`src/rtl/fifo_flush_vr.sv`:
```
// Valid/ready first-word fall-through FIFO with selectable flush mode,
// occupancy / almost-full status and a discarded-entry counter.
module fifo_flush_vr #(
  parameter int DW         = 16,
  parameter int DEPTH      = 4,
  parameter int AFULL_THR  = 3,
  parameter int FLUSH_MODE = 0
) (
  input  logic                       clk,
  input  logic                       rst,
  input  logic [DW-1:0]              din_i,
  input  logic                       valid_i,
  output logic                       ready_o,
  output logic [DW-1:0]              dout_o,
  output logic                       valid_o,
  input  logic                       ready_i,
  input  logic                       flush_i,
  output logic                       flush_busy_o,
  output logic [$clog2(DEPTH+1)-1:0] count_o,
  output logic                       almost_full_o,
  output logic [15:0]                flushed_cnt_o
);

  localparam int AW = $clog2(DEPTH);
  localparam int CW = $clog2(DEPTH + 1);

  localparam logic [CW-1:0] DEPTH_C = CW'(DEPTH);
  localparam logic [CW-1:0] AFULL_C = CW'(AFULL_THR);
  localparam logic          DISCARD = (FLUSH_MODE == 0);

  typedef enum logic {
    RUN   = 1'b0,
    FLUSH = 1'b1
  } st_t;

  st_t           r_state;
  st_t           w_state_nxt;

  logic [DW-1:0] r_mem [DEPTH];
  logic [AW-1:0] r_wr_ptr;
  logic [AW-1:0] r_rd_ptr;
  logic [CW-1:0] r_count;
  logic [15:0]   r_flushed;

  logic          w_run;
  logic          w_push;
  logic          w_pop;
  logic          w_flush_clr;
  logic [16:0]   w_flush_sum;

  // State register; reset wins over any flush in progress.
  always_ff @(posedge clk) begin
    if (!rst) begin
      r_state <= RUN;
    end else begin
      r_state <= w_state_nxt;
    end
  end

  // Next state: discard flush lasts one cycle, drain flush waits for empty.
  always_comb begin
    w_state_nxt = r_state;
    unique case (r_state)
      RUN: begin
        if (flush_i) begin
          w_state_nxt = FLUSH;
        end
      end
      FLUSH: begin
        if (DISCARD) begin
          w_state_nxt = RUN;
        end else if ((r_count == '0) ||
                     ((r_count == CW'(1)) && w_pop)) begin
          w_state_nxt = RUN;
        end
      end
      default: w_state_nxt = RUN;
    endcase
  end

  // Handshake outputs depend only on registered state, never on valid_i/ready_i.
  always_comb begin
    w_run        = (r_state == RUN);
    ready_o      = w_run && (r_count < DEPTH_C);
    valid_o      = (r_count != '0) && !(!w_run && DISCARD);
    flush_busy_o = !w_run;
    w_push       = valid_i && ready_o;
    w_pop        = valid_o && ready_i;
    w_flush_clr  = !w_run && DISCARD;
  end

  assign w_flush_sum = {1'b0, r_flushed} + 17'(r_count);

  // Pointers, occupancy and the discarded-entry counter.
  always_ff @(posedge clk) begin
    if (!rst) begin
      r_wr_ptr  <= '0;
      r_rd_ptr  <= '0;
      r_count   <= '0;
      r_flushed <= '0;
    end else if (w_flush_clr) begin
      r_wr_ptr  <= '0;
      r_rd_ptr  <= '0;
      r_count   <= '0;
      r_flushed <= w_flush_sum[16] ? 16'hFFFF : w_flush_sum[15:0];
    end else begin
      if (w_push) begin
        r_wr_ptr <= r_wr_ptr + AW'(1);
      end
      if (w_pop) begin
        r_rd_ptr <= r_rd_ptr + AW'(1);
      end
      unique case ({w_push, w_pop})
        2'b10:   r_count <= r_count + CW'(1);
        2'b01:   r_count <= r_count - CW'(1);
        default: r_count <= r_count;
      endcase
    end
  end

  // Storage array; contents are don't-care until written.
  always_ff @(posedge clk) begin
    if (w_push) begin
      r_mem[r_wr_ptr] <= din_i;
    end
  end

  assign dout_o        = (r_count != '0) ? r_mem[r_rd_ptr] : '0;
  assign count_o       = r_count;
  assign almost_full_o = (r_count >= AFULL_C);
  assign flushed_cnt_o = r_flushed;

endmodule

```
`config.mk`:
```
export PLATFORM = sky130hd
export DESIGN_NAME = fifo_flush_vr
export DESIGN_NICKNAME = d
export VERILOG_FILES = /design/src/rtl/fifo_flush_vr.sv
export SDC_FILE = /design/constraint.sdc
export NUM_CORES = 1
export LEC_CHECK = 0
export BUFFER_PORTS_ARGS = -buffer_cell sky130_fd_sc_hd__buf_2
export CAP_MARGIN = 20
export CORE_MARGIN = 5
export CORE_UTILIZATION = 50
export DETAILED_ROUTE_END_ITERATION = 6
export GPL_ROUTABILITY_DRIVEN = 0
export GPL_TIMING_DRIVEN = 0
export PLACE_DENSITY = 0.72
export SETUP_SLACK_MARGIN = 0.5
export SLEW_MARGIN = 20
export SYNTH_ARGS = -nofsm -noshare
export SYNTH_HDL_FRONTEND = slang
export SYNTH_SLANG_ARGS = --single-unit
export TNS_END_PERCENT = 10
```
`constraint.sdc`:
```
create_clock -name clk -period 2.11 [get_ports clk]
set_input_delay 0.1055 -clock clk [delete_from_list [all_inputs] [get_ports clk]]
set_output_delay 0.1055 -clock clk [all_outputs]
set_load 0.05 [all_outputs]
```
==> flow_summary.toml <==
[run_status]
outcome = "completed"

[global_route]
grt_max_degree = 17
antenna_found_initial = 0
grt_overflow = 0
grtUsageTotal_pct = 16.87
grt_pass1_vias = 2413
grt_pass1_wl_um = 12470

[timing]
setup_ws_ps = 193.0
rsz0062_at_grt = "true"
fmax_ghz = 0.5217
fin_crit_ps = 1917
maxSlewViolCount = 0
fin_setup_tns_ps = 0
hold_viol_final = 0
tightest_slew_ps = 492.6
relSlewSlack_pct = 67.16
fin_crit_sh_pct = 90.85
fin_skew_ps = 5.143
setup_viol = 0

[final_layout]
layout-drive-gt1-share_pct = 42.30
num-nets-final = 384
layout_commonest_cell = "edfxtp_1"
n_antenna_cell = 0
area_delta_synth_final_pct = 34.38
fillers = 521
layout_common_cells = "edfxtp_1 (64), buf_2 (49), dfxtp_1 (18)"
final_cell_count_no_fill = 456

[hold_path]
min_path_type = "in2reg"
min_from = "ready_i"
whs_path_depth = 4

[yosys]
syn-cell-area_sq_mm = 0.003752
ys_top_cells_by_area = "edfxtp_1 (51%), dfxtp_1 (14%), mux4_2 (9.6%)"
synth_top_area_cell = "edfxtp_1"
synth.avg_cell_area_sq_um = 14.83
synth_top_area_share_pct = 51.22
yosysSeqAreaShare_pct = 65.09
synth_seq_cells = 90
synth_flop_cell = "edfxtp_1"
yosysWarnings = 0
synth_cell_types = 43
synthCells = 253
synth_fp_nets = 284
async_reset_ff_share_pct = 0
synth-edff-count = 64

[clock_network]
cts.sinks = 90
cts_tree = "done"
clk_pin_slew_ps = 80
cts_root_buf = "clkbuf_8"
cts_buffer_depth = 2
cts_max_level = 3
clk_latency_ps = 350
cts_buffers = 9

[critical_path]
r2r_cells = 9
criticalPathCategory = "reg2out"
rrSetupSlack_ps = 210
r2r-end = "count_o[2]"
start_kind = "register"
path_cells = "buf_6 > buf_12 > buf_12 > mux4_2 > nor2b_4 > buf_6"
reg2reg_from = "count_o[2]"
cp.arrival_ps = 1810
endpoint_kind = "primary output"
cp_slowest_stage_delay_ps = 500
slowest_stage = "mux4_2"
cp_max_fo = 5
cp.required_ps = 2000

[floorplan]
die_w_um = 96.63
die_y_um = 96.63
io_pins = 60
core_area_sq_mm = 0.007292
row_count = 31
dieArea_sq_mm = 0.009337
start_util_pct = 51.46

[drt]
wire_per_inst_um = 16.83
drtIter0Drc = 92
drtPass1Iterations = 4
avgViaCountPerCell = 5.160
vias = 2353
drt.antenna.violating_nets = 0
routed_wl_um = 7674
drc = 0

[place]
portBuffers = 59
hpwl_um = 4795
numPlacedInstances = 411
pre_cts_slack_ps = -22.44

[power_and_ir_drop]
p_leak_uw = 0.001891
ir_worst_vdd_uv = 549.2
p_per_area_mw_per_mm2 = 910.9

[flow_run]
maxCapViolCount = 0
stage by stage:
stage                     instance area, sq um  total power [uW]  util (%)  hold WS [ps]
final                                     5042              4593     69.15         146.9
after global routing                      5042              4772     69.15         160.6
after CTS                                 4932              4583     67.64         122.6
after detailed placement                  4278              2925     58.67         326.4
after global placement                    4278              2901     58.67         318.0
after floorplan                           3859              2710         -         204.4
critical path: cells and delay by family (launching register included):
| family | cells | cell delay [ps] |
|---|---|---|
| buffers and inverters | 4 | 490 |
| DFF | 1 | 330 |
| muxes | 1 | 500 |
| and+or+nand+nor | 1 | 140 |
layout make-up:
class	instances	area [sq um]	share of cell area, %
Sequential cell	90	2465	48.88
Multi-Input combinational cell	145	1423	28.21
Tap cell	99	123.9	2.457
Clock buffer	10	127.6	2.531
Clock inverter	5	127.6	2.531
Timing Repair Buffer	89	674.4	13.37
Buffer	7	60.06	1.191
Inverter	11	41.29	0.8189
synth_stat cells, drive strengths merged (3+ instances only):
| cell type | n |
|---|---|
| edfxtp | 64 |
| mux4 | 16 |
| ha | 8 |
| nand3 | 5 |
| xnor2 | 6 |
| and2 | 4 |
| inv | 10 |
| buf | 3 |
| a211oi | 3 |
| a21oi | 5 |
| nor2 | 19 |
| nand2 | 9 |
| clkbuf | 4 |
| o221a | 3 |
| nand4 | 4 |
| nor3 | 6 |
| a31oi | 3 |
| o21ai | 10 |
| nor2b | 16 |
| xor2 | 5 |
| dfxtp | 26 |
worst max-delay path by stage:
| stage | startpoint | to | slack, ps |
|---|---|---|---|
| 2_1_floorplan | count_o[1] | count_o[2] | 160 |
| 3_3_place_gp | register | dout_o[6] | 30 |
| 3_5_place_dp | register | dout_o[7] | -20 |
| 4_1_cts | register | dout_o[7] | 160 |
| 5_1_grt | register | dout_o[6] | 120 |
| 6_report | register | dout_o[7] | 190 |
metal layers:
metal	vias to the layer above	track usage, %	wire, um
li1	1152	-	-
met1	1132	22.12	3382
met2	59	27.76	3834
met3	10	3.381	345
met4	0	6.479	113
met5	-	0	0
flip-flops by register name (all words and copies together), names as in the netlist, named ones only:
register and count:
r_mem 64, flushed_cnt_o 16, count_o 3, r_rd_ptr 2
r_wr_ptr 2, flush_busy_o 1
power by group:
group	leakage (uW)	total [uW]	internal [uW]	switching, uW
sequential	0.000801	2010	1970	40.6
combinational	0.000968	1120	455	661
clock	0.000123	1470	900	567
total	0.00189	4590	3320	1270
repair_timing:
item,4_1_cts,5_1_grt
buffers inserted,5,7
endpoints found under the hold margin,65,0
pin swaps,3,12
hold buffers,17,0
setup endpoints to repair,100,100
gates resized for setup,47,10
gates cloned,1,0
logic make-up (layout without fill, tap and decap cells):
group | Yosys count | count (layout) | synth area share, %
AO/OA/AOI/OAI | 29 | 29 | 5.035
XOR/XNOR | 11 | 11 | 2.567
adder cells (fa/ha/maj) | 10 | 10 | 3.735
buffers and inverters | 18 | 122 | 1.900
flip-flops | 90 | 90 | 65.09
multiplexers | 18 | 18 | 10.14
AND/OR/NAND/NOR | 77 | 77 | 11.54
Note: power is estimated with default switching activity, not from simulation.
